`src/rtl/leds_dec_pkg.sv`:
```
// Shared definitions for the LED bus state decoder: the eleven legal LED
// patterns, the pattern classes, the decoder FSM states and the mapping
// from a position pattern to a signed rope position.
package leds_dec_pkg;

    localparam logic [6:0] PAT_RST   = 7'b1100011;
    localparam logic [6:0] PAT_BLANK = 7'b0000000;
    localparam logic [6:0] PAT_L3    = 7'b1000000;
    localparam logic [6:0] PAT_L2    = 7'b0100000;
    localparam logic [6:0] PAT_L1    = 7'b0010000;
    localparam logic [6:0] PAT_N     = 7'b0001000;
    localparam logic [6:0] PAT_R1    = 7'b0000100;
    localparam logic [6:0] PAT_R2    = 7'b0000010;
    localparam logic [6:0] PAT_R3    = 7'b0000001;
    localparam logic [6:0] PAT_WINL  = 7'b1110000;
    localparam logic [6:0] PAT_WINR  = 7'b0000111;

    typedef enum logic [2:0] {
        CLS_RST   = 3'd0,
        CLS_BLANK = 3'd1,
        CLS_POS   = 3'd2,
        CLS_WINL  = 3'd3,
        CLS_WINR  = 3'd4,
        CLS_BAD   = 3'd5
    } pat_cls_e;

    typedef enum logic [1:0] {
        ST_IDLE  = 2'd0,
        ST_PLAY  = 2'd1,
        ST_WIN_L = 2'd2,
        ST_WIN_R = 2'd3
    } dec_state_e;

    // Rope position of a single-LED pattern: -3 (L3) .. 0 (N) .. +3 (R3).
    // Non-position patterns map to 0; callers qualify with the class.
    function automatic logic signed [2:0] pat_to_pos(input logic [6:0] pat);
        case (pat)
            PAT_L3:  return 3'sb101;
            PAT_L2:  return 3'sb110;
            PAT_L1:  return 3'sb111;
            PAT_N:   return 3'sb000;
            PAT_R1:  return 3'sb001;
            PAT_R2:  return 3'sb010;
            PAT_R3:  return 3'sb011;
            default: return 3'sb000;
        endcase
    endfunction

endpackage

```
`src/rtl/leds_stable_filter.sv`:
```
// Glitch filter for the LED bus: registers the raw pattern, counts how many
// consecutive samples it has stayed unchanged and raises a single-cycle
// accept strobe when that run reaches exactly STABLE_CYCLES.
module leds_stable_filter
    import leds_dec_pkg::*;
#(
    parameter int STABLE_CYCLES = 4
) (
    input  logic       clk_i,
    input  logic       rst_ni,
    input  logic [6:0] leds_i,
    output logic [6:0] acc_pat,
    output logic       acc_stb
);

    localparam logic [7:0] RUN_TARGET = 8'(STABLE_CYCLES);

    logic [6:0] samp_q;
    logic [7:0] cnt_q, cnt_d;
    logic       stb_q, stb_d;
    logic       same_s;

    // Run-length update; the counter parks at the target so the strobe
    // fires only once per run no matter how long the pattern is held.
    always_comb begin
        same_s = (leds_i == samp_q);
        cnt_d  = 8'd1;
        if (same_s) begin
            if (cnt_q == RUN_TARGET) begin
                cnt_d = cnt_q;
            end else begin
                cnt_d = cnt_q + 8'd1;
            end
        end else begin
            cnt_d = 8'd1;
        end
        stb_d = (cnt_d == RUN_TARGET) && !(same_s && (cnt_q == RUN_TARGET));
    end

    // Sample register, run counter and accept strobe.
    always_ff @(posedge clk_i or negedge rst_ni) begin
        if (!rst_ni) begin
            samp_q <= PAT_RST;
            cnt_q  <= 8'd0;
            stb_q  <= 1'b0;
        end else begin
            samp_q <= leds_i;
            cnt_q  <= cnt_d;
            stb_q  <= stb_d;
        end
    end

    assign acc_pat = samp_q;
    assign acc_stb = stb_q;

endmodule

```
`src/rtl/leds_state_decoder.sv`:
```
// Observer for the tug-of-war LED bus. Filters the 7-bit pattern, classifies
// each accepted pattern and tracks game state: rope position, win levels,
// saturating round tallies and protocol-violation pulses.
// Build option LEDS_DEC_BLINK_EN: when defined, BLANK frames are legal in
// every state (game blinking); otherwise BLANK is legal only in IDLE.
module leds_state_decoder
    import leds_dec_pkg::*;
#(
    parameter int STABLE_CYCLES = 4,
    parameter int ROUND_W       = 4
) (
    input  logic                CLK_I,
    input  logic                rst,
    input  logic [6:0]          leds_in,
    output logic signed [2:0]   pos,
    output logic                pos_valid,
    output logic                step_evt,
    output logic                win_l,
    output logic                win_r,
    output logic [ROUND_W-1:0]  rounds_l,
    output logic [ROUND_W-1:0]  rounds_r,
    output logic                illegal
);

`ifdef LEDS_DEC_BLINK_EN
    localparam logic BLANK_OK = 1'b1;
`else
    localparam logic BLANK_OK = 1'b0;
`endif

    localparam logic signed [2:0] POS_MIN = 3'sb101;
    localparam logic signed [2:0] POS_MAX = 3'sb011;
    localparam logic [ROUND_W-1:0] ROUND_SAT = {ROUND_W{1'b1}};

    function automatic pat_cls_e classify(input logic [6:0] pat);
        case (pat)
            PAT_RST:   return CLS_RST;
            PAT_BLANK: return CLS_BLANK;
            PAT_L3, PAT_L2, PAT_L1, PAT_N,
            PAT_R1, PAT_R2, PAT_R3: return CLS_POS;
            PAT_WINL:  return CLS_WINL;
            PAT_WINR:  return CLS_WINR;
            default:   return CLS_BAD;
        endcase
    endfunction

    logic [6:0]          acc_pat_s;
    logic                acc_stb_s;
    pat_cls_e            cls_s;
    logic signed [2:0]   acc_pos_s;
    logic signed [3:0]   diff_s;

    dec_state_e          state_q, state_d;
    logic signed [2:0]   pos_q, pos_d;
    logic                pos_valid_q, pos_valid_d;
    logic                step_q, step_d;
    logic                ill_q, ill_d;
    logic                win_l_q, win_l_d;
    logic                win_r_q, win_r_d;
    logic [ROUND_W-1:0]  rl_q, rl_d;
    logic [ROUND_W-1:0]  rr_q, rr_d;

    leds_stable_filter #(
        .STABLE_CYCLES (STABLE_CYCLES)
    ) u_filter (
        .clk_i   (CLK_I),
        .rst_ni  (rst),
        .leds_i  (leds_in),
        .acc_pat (acc_pat_s),
        .acc_stb (acc_stb_s)
    );

    assign cls_s     = classify(acc_pat_s);
    assign acc_pos_s = pat_to_pos(acc_pat_s);
    assign diff_s    = {acc_pos_s[2], acc_pos_s} - {pos_q[2], pos_q};

    // Next-state, position, round tallies and event pulses per accepted pattern.
    always_comb begin
        state_d = state_q;
        pos_d   = pos_q;
        step_d  = 1'b0;
        ill_d   = 1'b0;
        rl_d    = rl_q;
        rr_d    = rr_q;
        if (acc_stb_s) begin
            case (state_q)
                ST_IDLE: begin
                    case (cls_s)
                        CLS_POS: begin
                            if (acc_pos_s == 3'sb000) begin
                                state_d = ST_PLAY;
                                pos_d   = 3'sb000;
                            end else begin
                                ill_d = 1'b1;
                            end
                        end
                        CLS_RST, CLS_BLANK: ill_d = 1'b0;
                        default:            ill_d = 1'b1;
                    endcase
                end
                ST_PLAY: begin
                    case (cls_s)
                        CLS_POS: begin
                            if (diff_s == 4'sd0) begin
                                step_d = 1'b0;
                            end else if ((diff_s == 4'sd1) || (diff_s == -4'sd1)) begin
                                step_d = 1'b1;
                                pos_d  = acc_pos_s;
                            end else begin
                                // A jump is still tracked so the observer stays in sync.
                                step_d = 1'b1;
                                ill_d  = 1'b1;
                                pos_d  = acc_pos_s;
                            end
                        end
                        CLS_WINL: begin
                            if (pos_q == POS_MIN) begin
                                state_d = ST_WIN_L;
                                if (rl_q != ROUND_SAT) begin
                                    rl_d = rl_q + ROUND_W'(1);
                                end else begin
                                    rl_d = rl_q;
                                end
                            end else begin
                                ill_d = 1'b1;
                            end
                        end
                        CLS_WINR: begin
                            if (pos_q == POS_MAX) begin
                                state_d = ST_WIN_R;
                                if (rr_q != ROUND_SAT) begin
                                    rr_d = rr_q + ROUND_W'(1);
                                end else begin
                                    rr_d = rr_q;
                                end
                            end else begin
                                ill_d = 1'b1;
                            end
                        end
                        CLS_RST:   state_d = ST_IDLE;
                        CLS_BLANK: ill_d   = ~BLANK_OK;
                        default:   ill_d   = 1'b1;
                    endcase
                end
                ST_WIN_L: begin
                    case (cls_s)
                        CLS_RST:   state_d = ST_IDLE;
                        CLS_WINL:  ill_d   = 1'b0;
                        CLS_BLANK: ill_d   = ~BLANK_OK;
                        default:   ill_d   = 1'b1;
                    endcase
                end
                ST_WIN_R: begin
                    case (cls_s)
                        CLS_RST:   state_d = ST_IDLE;
                        CLS_WINR:  ill_d   = 1'b0;
                        CLS_BLANK: ill_d   = ~BLANK_OK;
                        default:   ill_d   = 1'b1;
                    endcase
                end
                default: state_d = ST_IDLE;
            endcase
        end else begin
            state_d = state_q;
        end
        pos_valid_d = (state_d == ST_PLAY);
        win_l_d     = (state_d == ST_WIN_L);
        win_r_d     = (state_d == ST_WIN_R);
    end

    // State and registered outputs.
    always_ff @(posedge CLK_I or negedge rst) begin
        if (!rst) begin
            state_q     <= ST_IDLE;
            pos_q       <= 3'sb000;
            pos_valid_q <= 1'b0;
            step_q      <= 1'b0;
            ill_q       <= 1'b0;
            win_l_q     <= 1'b0;
            win_r_q     <= 1'b0;
            rl_q        <= '0;
            rr_q        <= '0;
        end else begin
            state_q     <= state_d;
            pos_q       <= pos_d;
            pos_valid_q <= pos_valid_d;
            step_q      <= step_d;
            ill_q       <= ill_d;
            win_l_q     <= win_l_d;
            win_r_q     <= win_r_d;
            rl_q        <= rl_d;
            rr_q        <= rr_d;
        end
    end

    assign pos       = pos_q;
    assign pos_valid = pos_valid_q;
    assign step_evt  = step_q;
    assign illegal   = ill_q;
    assign win_l     = win_l_q;
    assign win_r     = win_r_q;
    assign rounds_l  = rl_q;
    assign rounds_r  = rr_q;

endmodule
```
`config.mk`:
```
export PLATFORM = sky130hd
export DESIGN_NAME = leds_state_decoder
export DESIGN_NICKNAME = d
export VERILOG_FILES = /design/src/rtl/leds_dec_pkg.sv /design/src/rtl/leds_stable_filter.sv /design/src/rtl/leds_state_decoder.sv
export SDC_FILE = /design/constraint.sdc
export NUM_CORES = 1
export LEC_CHECK = 0
export BUFFER_PORTS_ARGS = -buffer_cell sky130_fd_sc_hd__buf_4
export CORE_MARGIN = 2
export CORE_UTILIZATION = 50
export DETAILED_ROUTE_END_ITERATION = 7
export PLACE_DENSITY = 0.76
export SLEW_MARGIN = 25
export SYNTH_ARGS = -nofsm -noshare
export SYNTH_HDL_FRONTEND = slang
export SYNTH_SLANG_ARGS = --single-unit
```
`constraint.sdc`:
```
create_clock -name CLK_I -period 7.48 [get_ports CLK_I]
set_clock_uncertainty 0.1 [all_clocks]
set_input_delay 0.374 -clock CLK_I [delete_from_list [all_inputs] [get_ports CLK_I]]
set_output_delay 0.374 -clock CLK_I [all_outputs]
set_load 0.02 [all_outputs]
```
Word level (Yosys, flattened, before mapping)
Cells that the tools add are included.

storage, ports and cells
  register bits after elaboration = 34

operators by class
  add/subtract/negate cells = 4
  eq/ne operators = 33
  multiplexer cells = 32
  reductions and logical operators = 18

operator list
  kind                                                              number
  7-bit == test (second input constant)                             3
  3-bit case mux with 6 select lines                                1
  8-bit by 3-bit == test with 1-bit output (second input constant)  2
  8-bit 2-to-1 mux                                                  2
  3-bit case mux with 5 select lines                                1
  7-bit by 3-bit == test with 1-bit output (second input constant)  2
  1-bit 2-to-1 mux                                                  12
  2-bit 2-to-1 mux                                                  6
  3-bit 2-to-1 mux                                                  4
  2-bit case mux with 3 select lines                                2
  5-bit AND reduction                                               2
  3-bit == test (second input constant)                             3
  4-bit by 1-bit adder with 4-bit output (second input constant)    2
  8-bit by 1-bit adder with 8-bit output (second input constant)    1
  2-bit == test (second input constant)                             4
  4-bit != test (second input constant)                             2
  1-bit case mux with 4 select lines                                2
  2-bit OR reduction                                                4
  7-bit by 1-bit == test with 1-bit output (second input constant)  1
  7-bit by 2-bit == test with 1-bit output (second input constant)  1
  7-bit by 4-bit == test with 1-bit output (second input constant)  1
  7-bit by 5-bit == test with 1-bit output (second input constant)  1
  7-bit by 6-bit == test with 1-bit output (second input constant)  1
  7-bit == test                                                     1
  20 further kinds                                                  26

Longest topological paths before layout
  depth after elaboration = 10
  mapped depth = 13
  mapped depth without buffers = 12

Cells and area by module
A second synthesis with hierarchy kept.

unflattened totals
  cell total of the unflattened synthesis = 209
  area total of the unflattened synthesis = 2,158.3 µm²

modules (own cells, without submodules)
  module              instances  cells each  area an instance (µm²)
  leds_state_decoder  1          141         1,377.6
  leds_stable_filter  1          68          780.7

Least setup slack after synthesis
Ideal clock, no wire load.

  kind = register to register
  from = reg u_filter.samp_q[6] (netlist: u_filter.acc_pat[6])
  to = reg pos_q[2] (netlist: pos[2])
  data arrival time = 2,656 ps
  required time = 7,259 ps
  slack = 4,603 ps
  cell stages (with the launch flop) = 14
  period minus slack after synthesis = 2,877 ps
  cells stage by stage = dfstp_2 > buf_2 > xor2_1 > o2111ai_1 > and2_1 > ha_1 > inv_1 > fa_1 > xor2_1 > nor2_1 > and3_1 > a21oi_1 > o21ai_0 > a22o_1

between the ends
  longest elaborated chain between the ends = 6

ends and longest elaborated chain
  what                                                                                               line                                                                            RTL
  start: declaration                                                                                 leds_stable_filter.sv:18                                                        logic [6:0] samp_q;
  start signal: assignment                                                                           leds_stable_filter.sv:47                                                        samp_q <= leds_i;
  7-bit by 1-bit == test with 1-bit output, or another cell as far along                             leds_dec_pkg.sv:37, leds_state_decoder.sv:36
  3-bit case mux with 6 select lines or 7-bit OR reduction (tied branches)                           leds_dec_pkg.sv:37, leds_state_decoder.sv:36
  3-bit by 3-bit subtractor with 4-bit output or 3-bit case mux with 5 select lines (tied branches)  leds_state_decoder.sv:75, leds_state_decoder.sv:36
  4-bit zero test or 3-bit by 2-bit == test with 1-bit output (tied branches)                        leds_state_decoder.sv:104, leds_state_decoder.sv:88, leds_state_decoder.sv:102
  2-bit != test (no line) or 2-bit by 1-bit != test with 1-bit output (tied branches)                --
  6-bit AND reduction (no line)                                                                      --
  end signal: assignment                                                                             leds_state_decoder.sv:185                                                       pos_q <= pos_d;
  end: declaration                                                                                   leds_state_decoder.sv:54                                                        logic signed [2:0] pos_q, pos_d;

Parallel ways exist; a longest one is shown, timed or not. The select of a mux whose other input is x is not followed.
A chain may end at the register's enable or synchronous reset.

Final worst setup path
  from = reg u_filter.samp_q[6] (netlist: u_filter.acc_pat[6])
  to = reg pos_q[1] (netlist: pos[1])

Same word-level chain as after synthesis.

==> flow_summary.yaml <==
critical_path:
  timing.rr.start: "u_filter.acc_pat[6]$_DFF_PN1_"
  cp-end-kind: "flop"
  critical_path.top_delay_family: "compound AO/OA/AOI/OAI gates"
  cp.required_ns: 7.56
  r2r-end: "pos[1]$_DFFE_PN0P_"
  worstSetupPathType: "flop to flop"
  crit_chain: "xor2_1 -> o2111ai_1 -> and2_1 -> ha_1 -> inv_1 -> fa_1 -> xor2_1 -> nor2_1 -> and3_1 -> a21oi_1 -> o21ai_0 -> a22o_1"
  critical_path_depth: 12
  worstPathMaxFanout: 12
  cp-startpoint: "u_filter.acc_pat[6]$_DFF_PN1_"
  crit_buf_inv: 1
  crit_path_end: "pos[1]$_DFFE_PN0P_"
  worst_ep_arrival_time_ns: 3.28
  critical-path-slowest-cell: "dfstp_2"
  crit_top_cell: "xor2_1"
  regToRegSetupSlack_ns: 4.27
  critPathLaunchType: "flop"
  r2r_cells: 12
  critPathMaxStageDelay_ns: 0.68
timing:
  rsz0062_at_grt: "false"
  maxSlewHeadroom_pct: 69.61
  hold_slack_ns: 0.09849
  worst_pin_slew_ns: 0.4524
  max_freq_mhz: 311.7
  slew_violations: 0
  fin_crit_sh_pct: 42.89
  tns_ns: 0
  min_period_ns: 3.208
  hold_violations: 0
  setup_viol_count_final: 0
final_layout:
  fill_cells: 362
  most-common-layout-cells: "dfrtp_1, buf_4, nor2_1, xor2_1, nand2_1"
  final_nets: 248
  drive_gt1_share_pct: 20.35
  syn2layout_area_growth_pct: 14.68
  mostFrequentLayoutCell: "dfrtp_1"
  num_antenna_cells: 0
logic_synthesis:
  yosys.cell_types.count: 55
  syn_area_um2: 2071
  yosys-top-cells-area: "dfrtp_1, xor2_1, dfstp_2"
  synth_top_cell_by_area: "dfrtp_1"
  synth_warnings: 0
  avgSynthCellArea_um2: 10.05
  synth_top_area_share_pct: 36.25
  synthArstFlopShare_pct: 100.0
  synth_edf_count: 0
  yosysSeqAreaShare_pct: 41.33
  synth-seq-cells: 34
  synth_flop_cell: "dfrtp_1"
  syn_nets: 224
  postSynthCellCount: 206
clock_network:
  cts_buffer_depth: 2
  post_cts_resized: 0
  numCtsBuffers: 5
  htree_levels: 2
  clk_pin_slew_ns: 0.07
  cts_tree: "done"
  clock_sinks: 34
  cts-root-buf: "clkbuf_8"
  clock_latency_ns: 0.29
global_route:
  grt_max_degree: 35
  grt_pass1_wl_um: 6658
  track_usage_pct: 18.98
  grt-ovfl-total: 0
  grt_pass1_vias: 1502
  antenna_found_initial: 0
floorplanning:
  die_h_um: 68.36
  start_util_pct: 51.77
  dieWidth_um: 68.36
  die-area_um2: 4672
  top_level_ports: 25
  row_count: 23
  coreArea_um2: 4000
power_and_ir_drop:
  leakage_nw: 1.062
  power_density_nw_per_um2: 176.8
  vdd_ir_drop_max_mv: 0.1611
place:
  dp_hpwl_um: 2810
  port_buffers: 24
  gp_congestion: 0.8286
detailed_routing:
  wl_per_cell_um: 13.48
  antenna_left: 0
  drtIter0Drc: 74
  vias: 1551
  routed_wl_um: 3787
  first_pass_iters: 4
  vias_per_cell: 5.520
  route.detailed.drc: 0
status:
  status: "completed"
min_path:
  worstHoldPathType: "input port to flop"
run:
  maxCapViolCount: 0
## repair_timing
item                                    in CTS  in global routing
hold buffers                                 1                  0
endpoints found under the setup margin       0                  0
endpoints found under the hold margin       30                  0
buffers inserted                             0                  0
## registers in the layout, summed over array words and instances (netlist names)
signal and cells:
step_evt 1, rounds_l 4, u_filter.cnt_q 8, rounds_r 4, pos 3, pos_valid 1
win_l 1, u_filter.acc_pat 7, illegal 1, win_r 1, u_filter.acc_stb 1, state_q 2
## routing by layer
layer / global-route usage, % / vias up / part of all wire [%]
met5: 0 / - / 0
met4: 7.500 / 0 / 1.6
met3: 3.454 / 9 / 3.7
met2: 30.83 / 33 / 48
met1: 25.00 / 738 / 47
li1: - / 771 / -
## through the flow
stage | setup WS (ns) | cell area, um2 | total power, mW | instances | utilization [%]
2_1_floorplan | 4.603 | 2071 | 0.2126 | 206 | -
3_3_place_gp | 4.439 | 2227 | 0.2192 | 272 | 55.68
3_5_place_dp | 4.340 | 2227 | 0.2198 | 272 | 55.68
4_1_cts | 4.322 | 2375 | 0.4258 | 281 | 59.37
5_1_grt | 4.077 | 2375 | 0.4347 | 281 | 59.37
6_report | 4.272 | 2375 | 0.4199 | 281 | 59.37
## synth_stat cells (3+ instances only)
master / count
ha_1: 8
inv_1: 9
nand3_1: 11
clkbuf_8: 4
a21oi_1: 7
nor2_1: 20
nand2b_1: 3
dfrtp_1: 30
nand4_1: 4
dfstp_2: 4
nand2_1: 13
nor3b_1: 3
o21ai_0: 6
xor2_1: 15
a31oi_1: 4
xnor2_1: 12
and3_1: 5
and2_1: 3
## power by group
group | switching (mW) | leakage, nW | internal (mW)
Clock | 0.0698 | 0.0683 | 0.133
Sequential | 0.00615 | 0.449 | 0.187
Combinational | 0.0128 | 0.544 | 0.0108
## area by class of cell
type,instances,area (um2),area share (%)
Clock buffer,5,68.82,2.898
Clock inverter,3,68.82,2.898
Inverter,9,33.78,1.423
Multi-Input combinational cell,155,1095,46.10
Sequential cell,34,855.8,36.04
Tap cell,50,62.56,2.634
Timing Repair Buffer,25,190.2,8.008
## cells by family (layout without fill, tap and decap cells)
logic type / count (synthesis) / after routing / synth area share, %
AND/OR/NAND/NOR: 82 / 82 / 22.66
AO/OA/AOI/OAI: 34 / 34 / 11.24
flip-flops: 34 / 34 / 41.33
XOR/XNOR: 27 / 27 / 11.42
buffers and inverters: 17 / 42 / 5.800
adder cells (fa/ha/maj): 9 / 9 / 5.801
multiplexers: 3 / 3 / 1.752
## worst min path at each step
stage,depth (start not counted),slack [ns],endpoint,from
floorplan,0,-0.02,illegal$_DFF_PN0_,rst
global placement,1,0.24,u_filter.cnt_q[4]$_DFF_PN0_,rst
detailed placement,1,0.25,u_filter.cnt_q[3]$_DFF_PN0_,rst
CTS,1,0.09,u_filter.acc_pat[0]$_DFF_PN1_,leds_in[0]
global route,1,0.09,u_filter.acc_pat[0]$_DFF_PN1_,leds_in[0]
finish,1,0.1,u_filter.acc_pat[0]$_DFF_PN1_,leds_in[0]
Note: power is estimated with default switching activity, not from simulation.
